**src/rtl/mux_2to1_8bits_arbiter.sv**
```systemverilog
// rtl/mux_2to1_8bits_arbiter.sv - two-channel buffered round-robin arbiter feeding a registered 2:1 output
module mux_2to1_8bits_arbiter #(
  parameter int DW = 8,
  parameter int CW = 16
) (
  input  logic          CLK,
  input  logic          RST_N,
  input  logic [DW-1:0] IN1,
  input  logic          IN1_VALID,
  output logic          IN1_READY,
  input  logic [DW-1:0] IN2,
  input  logic          IN2_VALID,
  output logic          IN2_READY,
  output logic [DW-1:0] OUT,
  output logic          OUT_VALID,
  input  logic          OUT_READY,
  output logic          SEL,
  output logic [CW-1:0] XFER_CNT
);

  // One-entry skid buffers, one per input channel
  logic          b1_vld_q, b1_vld_d;
  logic [DW-1:0] b1_dat_q, b1_dat_d;
  logic          b2_vld_q, b2_vld_d;
  logic [DW-1:0] b2_dat_q, b2_dat_d;

  // Output register, source tag, round-robin pointer and transfer counter
  logic [DW-1:0] out_q, out_d;
  logic          out_vld_q, out_vld_d;
  logic          sel_q, sel_d;
  logic          last_q, last_d;
  logic [CW-1:0] cnt_q, cnt_d;

  logic acc1, acc2, xfer, load_en, pick;

  // Handshake qualifiers and the round-robin choice between the two buffers
  always_comb begin
    acc1    = IN1_VALID & ~b1_vld_q;
    acc2    = IN2_VALID & ~b2_vld_q;
    xfer    = out_vld_q & OUT_READY;
    load_en = (~out_vld_q | OUT_READY) & (b1_vld_q | b2_vld_q);
    // On a tie the channel not served last wins; otherwise the only full buffer wins
    if (b1_vld_q && b2_vld_q) begin
      pick = ~last_q;
    end else begin
      pick = b2_vld_q;
    end
  end

  // Next-state: output load or drain, buffer capture, transfer count
  always_comb begin
    b1_vld_d  = b1_vld_q;
    b1_dat_d  = b1_dat_q;
    b2_vld_d  = b2_vld_q;
    b2_dat_d  = b2_dat_q;
    out_d     = out_q;
    out_vld_d = out_vld_q;
    sel_d     = sel_q;
    last_d    = last_q;
    cnt_d     = cnt_q;

    if (load_en) begin
      out_d     = pick ? b2_dat_q : b1_dat_q;
      out_vld_d = 1'b1;
      sel_d     = pick;
      last_d    = pick;
      if (pick) begin
        b2_vld_d = 1'b0;
      end else begin
        b1_vld_d = 1'b0;
      end
    end else if (xfer) begin
      // Word taken and nothing to replace it: OUT and SEL keep their last values
      out_vld_d = 1'b0;
    end

    // A buffer can only accept while empty, so it never collides with a load from itself
    if (acc1) begin
      b1_vld_d = 1'b1;
      b1_dat_d = IN1;
    end
    if (acc2) begin
      b2_vld_d = 1'b1;
      b2_dat_d = IN2;
    end

    if (xfer) begin
      cnt_d = cnt_q + {{(CW-1){1'b0}}, 1'b1};
    end
  end

  // State registers; reset discards every buffered and held word
  always_ff @(posedge CLK) begin
    if (!RST_N) begin
      b1_vld_q  <= 1'b0;
      b1_dat_q  <= '0;
      b2_vld_q  <= 1'b0;
      b2_dat_q  <= '0;
      out_q     <= '0;
      out_vld_q <= 1'b0;
      sel_q     <= 1'b0;
      last_q    <= 1'b1;
      cnt_q     <= '0;
    end else begin
      b1_vld_q  <= b1_vld_d;
      b1_dat_q  <= b1_dat_d;
      b2_vld_q  <= b2_vld_d;
      b2_dat_q  <= b2_dat_d;
      out_q     <= out_d;
      out_vld_q <= out_vld_d;
      sel_q     <= sel_d;
      last_q    <= last_d;
      cnt_q     <= cnt_d;
    end
  end

  // Ready comes straight from the buffer-valid flops, no input-to-output path
  assign IN1_READY = ~b1_vld_q;
  assign IN2_READY = ~b2_vld_q;
  assign OUT       = out_q;
  assign OUT_VALID = out_vld_q;
  assign SEL       = sel_q;
  assign XFER_CNT  = cnt_q;

endmodule
```
**config.mk**
```make
export PLATFORM = sky130hd
export DESIGN_NAME = mux_2to1_8bits_arbiter
export DESIGN_NICKNAME = d
export VERILOG_FILES = /design/src/rtl/mux_2to1_8bits_arbiter.sv
export SDC_FILE = /design/constraint.sdc
export NUM_CORES = 1
export LEC_CHECK = 0
export ABC_AREA = 1
export BUFFER_PORTS_ARGS = -buffer_cell sky130_fd_sc_hd__clkbuf_2
export CORE_ASPECT_RATIO = 0.5
export CORE_UTILIZATION = 47
export CTS_CLUSTER_SIZE = 40
export DETAILED_ROUTE_END_ITERATION = 12
export GPL_TIMING_DRIVEN = 1
export MAX_ROUTING_LAYER = met4
export PLACE_DENSITY = 0.84
export SYNTH_ARGS = -nofsm -noshare
export SYNTH_HDL_FRONTEND = slang
export SYNTH_SLANG_ARGS = --single-unit
```
**constraint.sdc**
```tcl
create_clock -name CLK -period 1.06 [get_ports CLK]
set_input_delay 0.053 -clock CLK [delete_from_list [all_inputs] [get_ports CLK]]
set_output_delay 0.053 -clock CLK [all_outputs]
set_load 0.01 [all_outputs]
```
==> metrics.cfg, run 1 <==
[status]
outcome = complete, but fails checks
violated_checks = negative hold slack, negative setup slack

[power_and_ir_drop]
clock_power_share = 0.298
peakVddDrop_mv = 0.891
p_comb_frac = 0.201
power.total_w = 0.00373
seq_power_share = 0.501
power_leakage_nw = 1.22
power.internal_w = 0.00261
power.share.switching = 0.299
cellPowerDensity_mw_per_mm2 = 1270
switching_power_of_the_nets_w = 0.00112

[placed_design]
rd_place_congestion = 0.848
dp.final_hpwl_um = 3360
buffer_ports.inserted = 48
place_area_sq_mm = 0.00246

[finish]
flow.area_growth_from_synthesis_pct = 46.8
fin_area_sq_mm = 0.00294
share_of_the_core_filled_with_cells_in_the_final_layout = 0.737
drive_gt1_frac = 0.466
nets = 378
num-fill-cells = 276
insertedDiodeCount = 0

[yosys]
yosysSeqAreaShare = 0.450
synthesis.area_sq_mm = 0.00200
synth.avg_cell_area_sq_um = 7.28
post-synth-top-area-fraction = 0.450
ys_types = 25
synth_fp_nets = 297
synth_seq_cells = 45
synth_cells = 275
synth.area.top_cells = sky130_fd_sc_hd__dfxtp_1 45%, sky130_fd_sc_hd__nand2_1 10%, sky130_fd_sc_hd__nor2_1 8.1%
yosys_synthesis_warning_count = 0
synth_top_cell_by_area = sky130_fd_sc_hd__dfxtp_1

[floorplan]
total_die_area_sq_mm = 0.00454
top_level_ports = 49
core_area_sq_mm = 0.00398
die_w_um = 94.3
std_cell_rows = 16
floorplan.initialDensity = 0.502
die_h_um = 48.1

[global_route]
grt_max_degree = 18
grt_antenna_before_repair = 0
first_global_vias = 1805
first_pass_grt_wire_length_um = 7910
gr-total-overflow = 0
globalRouteTotalUtil = 0.245

[clocking]
h_tree_levels = 2
worstSkewPairLatency_ns = 0.31
cts-root-to-sink-buffers = 2
cell_chosen_for_the_clock_root = sky130_fd_sc_hd__clkbuf_8
cts.sink_count = 45
clk_pin_slew_worst_paths_ns = 0.09
number_of_buffers_added_by_the_clock_tree_synthesis_step = 5
tritoncts = done

[critical_path]
crit_path_end = XFER_CNT[7]
critical_path.startpoint_type = flip-flop
r2r_cells = 7
worst-r2r-setup-slack_ns = -0.18
regToRegEndpoint = XFER_CNT[7]
timing.critical_path.arrival_ns = 1.42
timing.rr.start = XFER_CNT[2]
critical_path.max_fanout = 4
critPathKind = flip-flop to flip-flop
endpoint_class_of_the_critical_path = flip-flop
worst_setup_path_startpoint = XFER_CNT[2]
critical_path_required_ns = 1.24

[sta]
sum_of_negative_setup_slack_ns = -2.11
postLayoutSetupSlackWorst_ns = -0.181
maxSlewViolCount = 0
final.hold.worst_slack_ns = -0.0120
grt_setup_unrepaired = yes
tightest_slew_ns = 0.539
setup-violations-final = 27
min_period_over_period = 1.17
period_needed_ns = 1.24
hold_viol_final = 4
fmax_mhz = 806
timing.slew.headroom = 0.640
clock-skew-final_ns = 0.0105

[routing]
detail-route-antenna-nets = 0
vias = 2143
wl_um = 6050
detailedRoute.firstIterationViolations = 137
wl_per_cell_um = 14.8
post-route-drc-count = 0
dr.pass1.iters = 5
drt-vias-per-instance = 5.23

[worst_hold_path]
worst_hold_path_type = primary input to flip-flop

[flow_run]
maxCapViolations = 0

## power groups by stage
stage	clock, W	sequential [W]	combinational, W
after floorplan	0	0.00190	0.000338
after detailed placement	0	0.00189	0.000513
after CTS	0.00109	0.00186	0.000590
after global placement	0	0.00189	0.000500
final	0.00111	0.00187	0.000750
after global routing	0.00118	0.00188	0.000807
## layout make-up
type	instances	area [sq um]	area share
tap	54	67.6	0.0230
multi-input combinational	192	1160	0.396
timing repair inverter	1	7.51	0.00256
inverter	32	135	0.0460
sequential	45	941	0.320
timing repair buffer	79	537	0.183
clock buffer	7	86.3	0.0294
## layer usage
| layer | global-route usage | vias to the layer above | wire [um] |
|---|---|---|---|
| met1 | 0.267 | 1004 | 2560 |
| li1 | - | 1046 | - |
| met2 | 0.457 | 81 | 3100 |
| met5 | - | - | 0 |
| met3 | 0.0514 | 12 | 303 |
| met4 | 0.105 | 0 | 91 |
## worst max-delay path, cell delays in order, from the launching register on
cell and delay, ns:
sky130_fd_sc_hd__dfxtp_4 0.39, sky130_fd_sc_hd__nand2_1 0.10, sky130_fd_sc_hd__nor2_4 0.18, sky130_fd_sc_hd__nand2_4 0.10
sky130_fd_sc_hd__inv_2 0.08, sky130_fd_sc_hd__nand3_1 0.10, sky130_fd_sc_hd__nand2_1 0.10, sky130_fd_sc_hd__nor2_1 0.05
## cell usage after synthesis
master	number
sky130_fd_sc_hd__a21oi_2	3
sky130_fd_sc_hd__nand3b_1	1
sky130_fd_sc_hd__dfxtp_1	45
sky130_fd_sc_hd__inv_2	3
sky130_fd_sc_hd__nand2_1	55
sky130_fd_sc_hd__nor3_1	1
sky130_fd_sc_hd__buf_12	1
sky130_fd_sc_hd__o21ai_2	9
sky130_fd_sc_hd__nand2_2	5
sky130_fd_sc_hd__nor2_4	1
sky130_fd_sc_hd__buf_1	2
sky130_fd_sc_hd__nor2_2	2
sky130_fd_sc_hd__buf_6	1
sky130_fd_sc_hd__nand3_1	13
sky130_fd_sc_hd__nand2_4	2
sky130_fd_sc_hd__a21oi_1	25
sky130_fd_sc_hd__nor2_1	43
sky130_fd_sc_hd__nand4_1	4
sky130_fd_sc_hd__o21ai_0	25
sky130_fd_sc_hd__xor2_1	1
sky130_fd_sc_hd__inv_1	29
sky130_fd_sc_hd__ha_1	1
sky130_fd_sc_hd__buf_2	1
sky130_fd_sc_hd__buf_4	1
sky130_fd_sc_hd__clkbuf_1	1
## what timing repair did
item                       CTS  global route
pin swaps                    4            23
gates resized for setup     31            77
setup endpoints to repair   25            43
hold buffers                 1             1
cloned                       1             2
setup buffers                3             4
hold endpoints to repair     1             1
## how the worst min path moves through the flow
stage                          from     endpoint  depth (start not counted)
after global placement    IN2_VALID     b2_vld_q                          3
after floorplan               RST_N  b2_dat_q[0]                          2
final                        IN1[3]  b1_dat_q[3]                          3
after CTS                    IN1[3]  b1_dat_q[3]                          3
after detailed placement  IN2_VALID     b2_vld_q                          3
after global routing         IN1[5]  b1_dat_q[5]                          3
## per-stage QoR
| step | setup WS [ns] | std cells |
|---|---|---|
| after floorplan | -0.0257 | 275 |
| after CTS | -0.0564 | 404 |
| after global routing | -0.211 | 410 |
| after detailed placement | -0.0923 | 392 |
| after global placement | -0.0494 | 392 |
| final | -0.181 | 410 |
## sequential cells by signal, indices dropped and copies added, names as in the netlist
register	flops
b2_dat_q	8
OUT	8
b1_dat_q	8
last_q	1
b1_vld_q	1
XFER_CNT	16
OUT_VALID	1
SEL	1
b2_vld_q	1
## placed cells by master (no fill, tap or decap)
cell type                       netlist  final
sky130_fd_sc_hd__clkbuf_2             0     45
sky130_fd_sc_hd__nand2_1             55     43
sky130_fd_sc_hd__nor2_1              43     37
sky130_fd_sc_hd__dfxtp_1             45     31
sky130_fd_sc_hd__inv_1               29     24
sky130_fd_sc_hd__buf_4                1     23
sky130_fd_sc_hd__a21oi_1             25     17
sky130_fd_sc_hd__o21ai_1              0     16
sky130_fd_sc_hd__o21ai_2              9     12
sky130_fd_sc_hd__nand2_2              5     11
sky130_fd_sc_hd__a21oi_2              3     11
sky130_fd_sc_hd__dfxtp_4              0      9
sky130_fd_sc_hd__nand3_1             13      8
sky130_fd_sc_hd__nand2_4              2      7
sky130_fd_sc_hd__buf_6                1      7
sky130_fd_sc_hd__nor2_4               1      6
sky130_fd_sc_hd__clkbuf_8             0      6
sky130_fd_sc_hd__dfxtp_2              0      5
sky130_fd_sc_hd__inv_2                3      5
sky130_fd_sc_hd__o21ai_0             25      5
sky130_fd_sc_hd__nand4_1              4      4
sky130_fd_sc_hd__nor2_2               2      3
sky130_fd_sc_hd__nand3_2              0      3
sky130_fd_sc_hd__nand2_8              0      2
sky130_fd_sc_hd__nand3_4              0      2
sky130_fd_sc_hd__dlygate4sd3_1        0      2
sky130_fd_sc_hd__buf_12               1      2
sky130_fd_sc_hd__inv_4                0      1
sky130_fd_sc_hd__inv_6                0      1
sky130_fd_sc_hd__nand3b_1             1      1
sky130_fd_sc_hd__o21ai_4              0      1
sky130_fd_sc_hd__inv_8                0      1
sky130_fd_sc_hd__nor3_2               0      1
sky130_fd_sc_hd__xor2_1               1      1
sky130_fd_sc_hd__ha_4                 0      1
sky130_fd_sc_hd__clkbuf_1             1      1
sky130_fd_sc_hd__clkinvlp_4           0      1
## logic make-up (layout without fill, tap and decap cells)
group | Yosys count | in the layout | synth area share
simple gates | 127 | 128 | 0.274
compound gates | 62 | 62 | 0.178
flops | 45 | 45 | 0.450
xor+xnor | 1 | 1 | 0.00438
buf+inv | 39 | 119 | 0.0876
fa+ha+maj | 1 | 1 | 0.00625
(Power assumes the default switching activity.)
==> inputs of run 2 (changes only) <==
Clock period 1.06 ns to 1 ns, I/O delays scaled along.
==> run 2 against run 1 <==
  * The run still ends with negative hold slack, negative setup slack left
  * Utilization grew 2.5 points
  * Global-route usage increased by 1.8 points
  * Fmax grew 0.60%
  * Register-to-register slack worse by 0.05 ns
  * Critical path depth decreased by 1
  * Clock skew shrank 0.0025 ns
  * Via count is 4.9% higher
  * First-iteration DRC count increased by 19%
==> metrics.cfg, run 2 (synthesis results as in run 1) <==
[power_and_ir_drop]
cellPowerDensity_mw_per_mm2 = 1330  ; was 1270 mW/mm^2
peakVddDrop_mv = 1.09  ; was 0.891 mV
power_leakage_nw = 1.23  ; was 1.22 nW

[global_route]
globalRouteTotalUtil = 0.262  ; was 0.245
first_global_vias = 1931  ; was 1805
first_pass_grt_wire_length_um = 8540  ; was 7910 um
grt_antenna_before_repair = 0  ; unchanged
grt_max_degree = 31  ; was 18
gr-total-overflow = 0  ; unchanged

[worst_hold_path]
worst_hold_path_type = primary input to flip-flop  ; unchanged

[routing]
detail-route-antenna-nets = 0  ; unchanged
detailedRoute.firstIterationViolations = 163  ; was 137
post-route-drc-count = 0  ; unchanged
wl_um = 6790  ; was 6050 um
drt-vias-per-instance = 5.48  ; was 5.23
vias = 2247  ; was 2143
dr.pass1.iters = 4  ; was 5
wl_per_cell_um = 16.6  ; was 14.8 um

[critical_path]
regToRegEndpoint = XFER_CNT[10]  ; was XFER_CNT[7]
endpoint_class_of_the_critical_path = flip-flop  ; unchanged
cp_cell_instances = ha_4 -> nand3_4 -> nor2_4 -> nand2_2 -> xor2_2 -> nor2_1  ; was nand2_1 -> nor2_4 -> nand2_4 -> inv_2 -> nand3_1 -> nand2_1 -> nor2_1
worst-r2r-setup-slack_ns = -0.23  ; was -0.18 ns
timing.rr.start = XFER_CNT[0]  ; was XFER_CNT[2]
r2r_cells = 6  ; was 7
timing.critical_path.arrival_ns = 1.41  ; was 1.42 ns
critPathKind = flip-flop to flip-flop  ; unchanged
worst_setup_path_startpoint = XFER_CNT[0]  ; was XFER_CNT[2]
cp_slowest_cell = sky130_fd_sc_hd__dfxtp_4  ; unchanged
critical_path_required_ns = 1.18  ; was 1.24 ns
crit_path_end = XFER_CNT[10]  ; was XFER_CNT[7]
critical_path.startpoint_type = flip-flop  ; unchanged
critical_path.max_fanout = 3  ; was 4
cp_slowest_stage_delay_ns = 0.39  ; about the same

[floorplan]
std_cell_rows = 16  ; unchanged
core_area_sq_mm = 0.00398  ; unchanged
total_die_area_sq_mm = 0.00454  ; unchanged
floorplan.initialDensity = 0.502  ; unchanged
die_h_um = 48.1  ; unchanged
top_level_ports = 49  ; unchanged
die_w_um = 94.3  ; unchanged

[sta]
clock-skew-final_ns = 0.00807  ; was 0.0105 ns
postLayoutSetupSlackWorst_ns = -0.233  ; was -0.181 ns
sum_of_negative_setup_slack_ns = -5.16  ; was -2.11 ns
maxSlewViolCount = 0  ; unchanged
setup-violations-final = 42  ; was 27
min_period_over_period = 1.23  ; was 1.17
hold_viol_final = 2  ; was 4
grt_setup_unrepaired = yes  ; unchanged
final.hold.worst_slack_ns = -0.0166  ; was -0.0120 ns
tightest_slew_ns = 0.535  ; was 0.539 ns
timing.slew.headroom = 0.643  ; was 0.640
period_needed_ns = 1.23  ; was 1.24 ns
fmax_mhz = 811  ; was 806 MHz

[clocking]
clk_pin_slew_worst_paths_ns = 0.10  ; was 0.09 ns
tritoncts = done  ; unchanged
h_tree_levels = 2  ; unchanged
worstSkewPairLatency_ns = 0.31  ; about the same
cell_chosen_for_the_clock_root = sky130_fd_sc_hd__clkbuf_8  ; unchanged
post_cts_hold_buffer_count = 0  ; was 1
cts-root-to-sink-buffers = 2  ; unchanged
cts.sink_count = 45  ; unchanged
number_of_buffers_added_by_the_clock_tree_synthesis_step = 5  ; unchanged

[status]
outcome = complete, but fails checks  ; unchanged
violated_checks = negative hold slack, negative setup slack  ; unchanged

[finish]
nets = 377  ; was 378
share_of_the_core_filled_with_cells_in_the_final_layout = 0.763  ; was 0.737
drive_gt1_frac = 0.531  ; was 0.466
insertedDiodeCount = 0  ; unchanged
largest_register_ff_count = 16  ; unchanged
final_cell_count_no_fill = 410  ; unchanged
num-fill-cells = 236  ; was 276
mostFrequentLayoutCells = 48 x sky130_fd_sc_hd__clkbuf_2, 36 x sky130_fd_sc_hd__nand2_1, 34 x sky130_fd_sc_hd__nor2_1  ; was 45 x sky130_fd_sc_hd__clkbuf_2, 43 x sky130_fd_sc_hd__nand2_1, 37 x sky130_fd_sc_hd__nor2_1
most_common_cell_after_layout_fill_and_taps_aside = sky130_fd_sc_hd__clkbuf_2  ; unchanged
flow.area_growth_from_synthesis_pct = 51.9  ; was 46.8%

[placed_design]
post-place-cells = 393  ; was 392
buffer_ports.inserted = 48  ; unchanged
dp.final_hpwl_um = 3480  ; was 3360 um
rd_place_congestion = 0.891  ; was 0.848

[flow_run]
maxCapViolations = 0  ; unchanged

[run 2: cell count changes in the layout (fill, tap and decap cells not counted), moves of 3 or more]
cell,before,now
sky130_fd_sc_hd__nand2_1,43,36
sky130_fd_sc_hd__nand2_2,11,18
sky130_fd_sc_hd__buf_4,23,18
sky130_fd_sc_hd__dfxtp_2,5,9
sky130_fd_sc_hd__clkbuf_2,45,48
sky130_fd_sc_hd__dfxtp_1,31,28
sky130_fd_sc_hd__nand3_1,8,5
sky130_fd_sc_hd__nor2_1,37,34
[run 2: routing by layer]
metal	global-route usage	up-vias	wire length, um
li1	-	1048	-
met1	0.270	1038	2540
met2	0.509	124	3450
met3	0.0623	37	469
met4	0.111	0	326
met5	-	-	0
[run 2: power breakdown]
group	internal (W)	switching (W)
sequential	0.00189	0.000105
clock	0.000500	0.000706
combinational	0.000339	0.000496
total	0.00273	0.00131
[run 2: final cells by class]
type	count	area [sq um]	share of cell area
clock buffer	5	68.8	0.0226
clock inverter	3	20.0	0.00659
inverter	32	139	0.0457
multi-input combinational	193	1260	0.416
sequential	45	942	0.310
tap	54	67.6	0.0222
timing repair buffer	77	529	0.174
timing repair inverter	1	7.51	0.00247
[run 2: how the worst min path moves through the flow]
stage | from | end | slack, ns | cells after the start
after floorplan | RST_N | b2_dat_q[0] | 0.19 | 2
after global placement | IN1[4] | b1_dat_q[4] | 0.31 | 3
after detailed placement | IN1[0] | b1_dat_q[0] | 0.31 | 3
after CTS | IN1[0] | b1_dat_q[0] | 0.0002 | 3
after global routing | IN1[0] | b1_dat_q[0] | 0.003 | 3
final | IN1[2] | b1_dat_q[2] | -0.02 | 3
[run 2: critical path: cells and delay by family, from the launching register on]
kind                       cells  cell delay [ns]
adders and majority gates      1             0.17
and+or+nand+nor                4             0.37
xor gates and xnor gates       1             0.17
DFF                            1             0.39
[run 2: timing repair]
item / in CTS / in global routing
cloned: 3 / 0
pin swaps: 11 / 20
buffers inserted: 1 / 5
endpoints found under the setup margin: 39 / 46
resized for setup: 48 / 67
[run 2: through the flow]
step | power, W | cell area, sq um | worst slack, ns | hold slack [ns]
2_1_floorplan | 0.00237 | 2060 | -0.0672 | 0.188
3_3_place_gp | 0.00255 | 2510 | -0.116 | 0.311
3_5_place_dp | 0.00258 | 2510 | -0.198 | 0.313
4_1_cts | 0.00380 | 2780 | -0.108 | 0.000174
5_1_grt | 0.00419 | 3040 | -0.297 | 0.00273
6_report | 0.00404 | 3040 | -0.233 | -0.0166
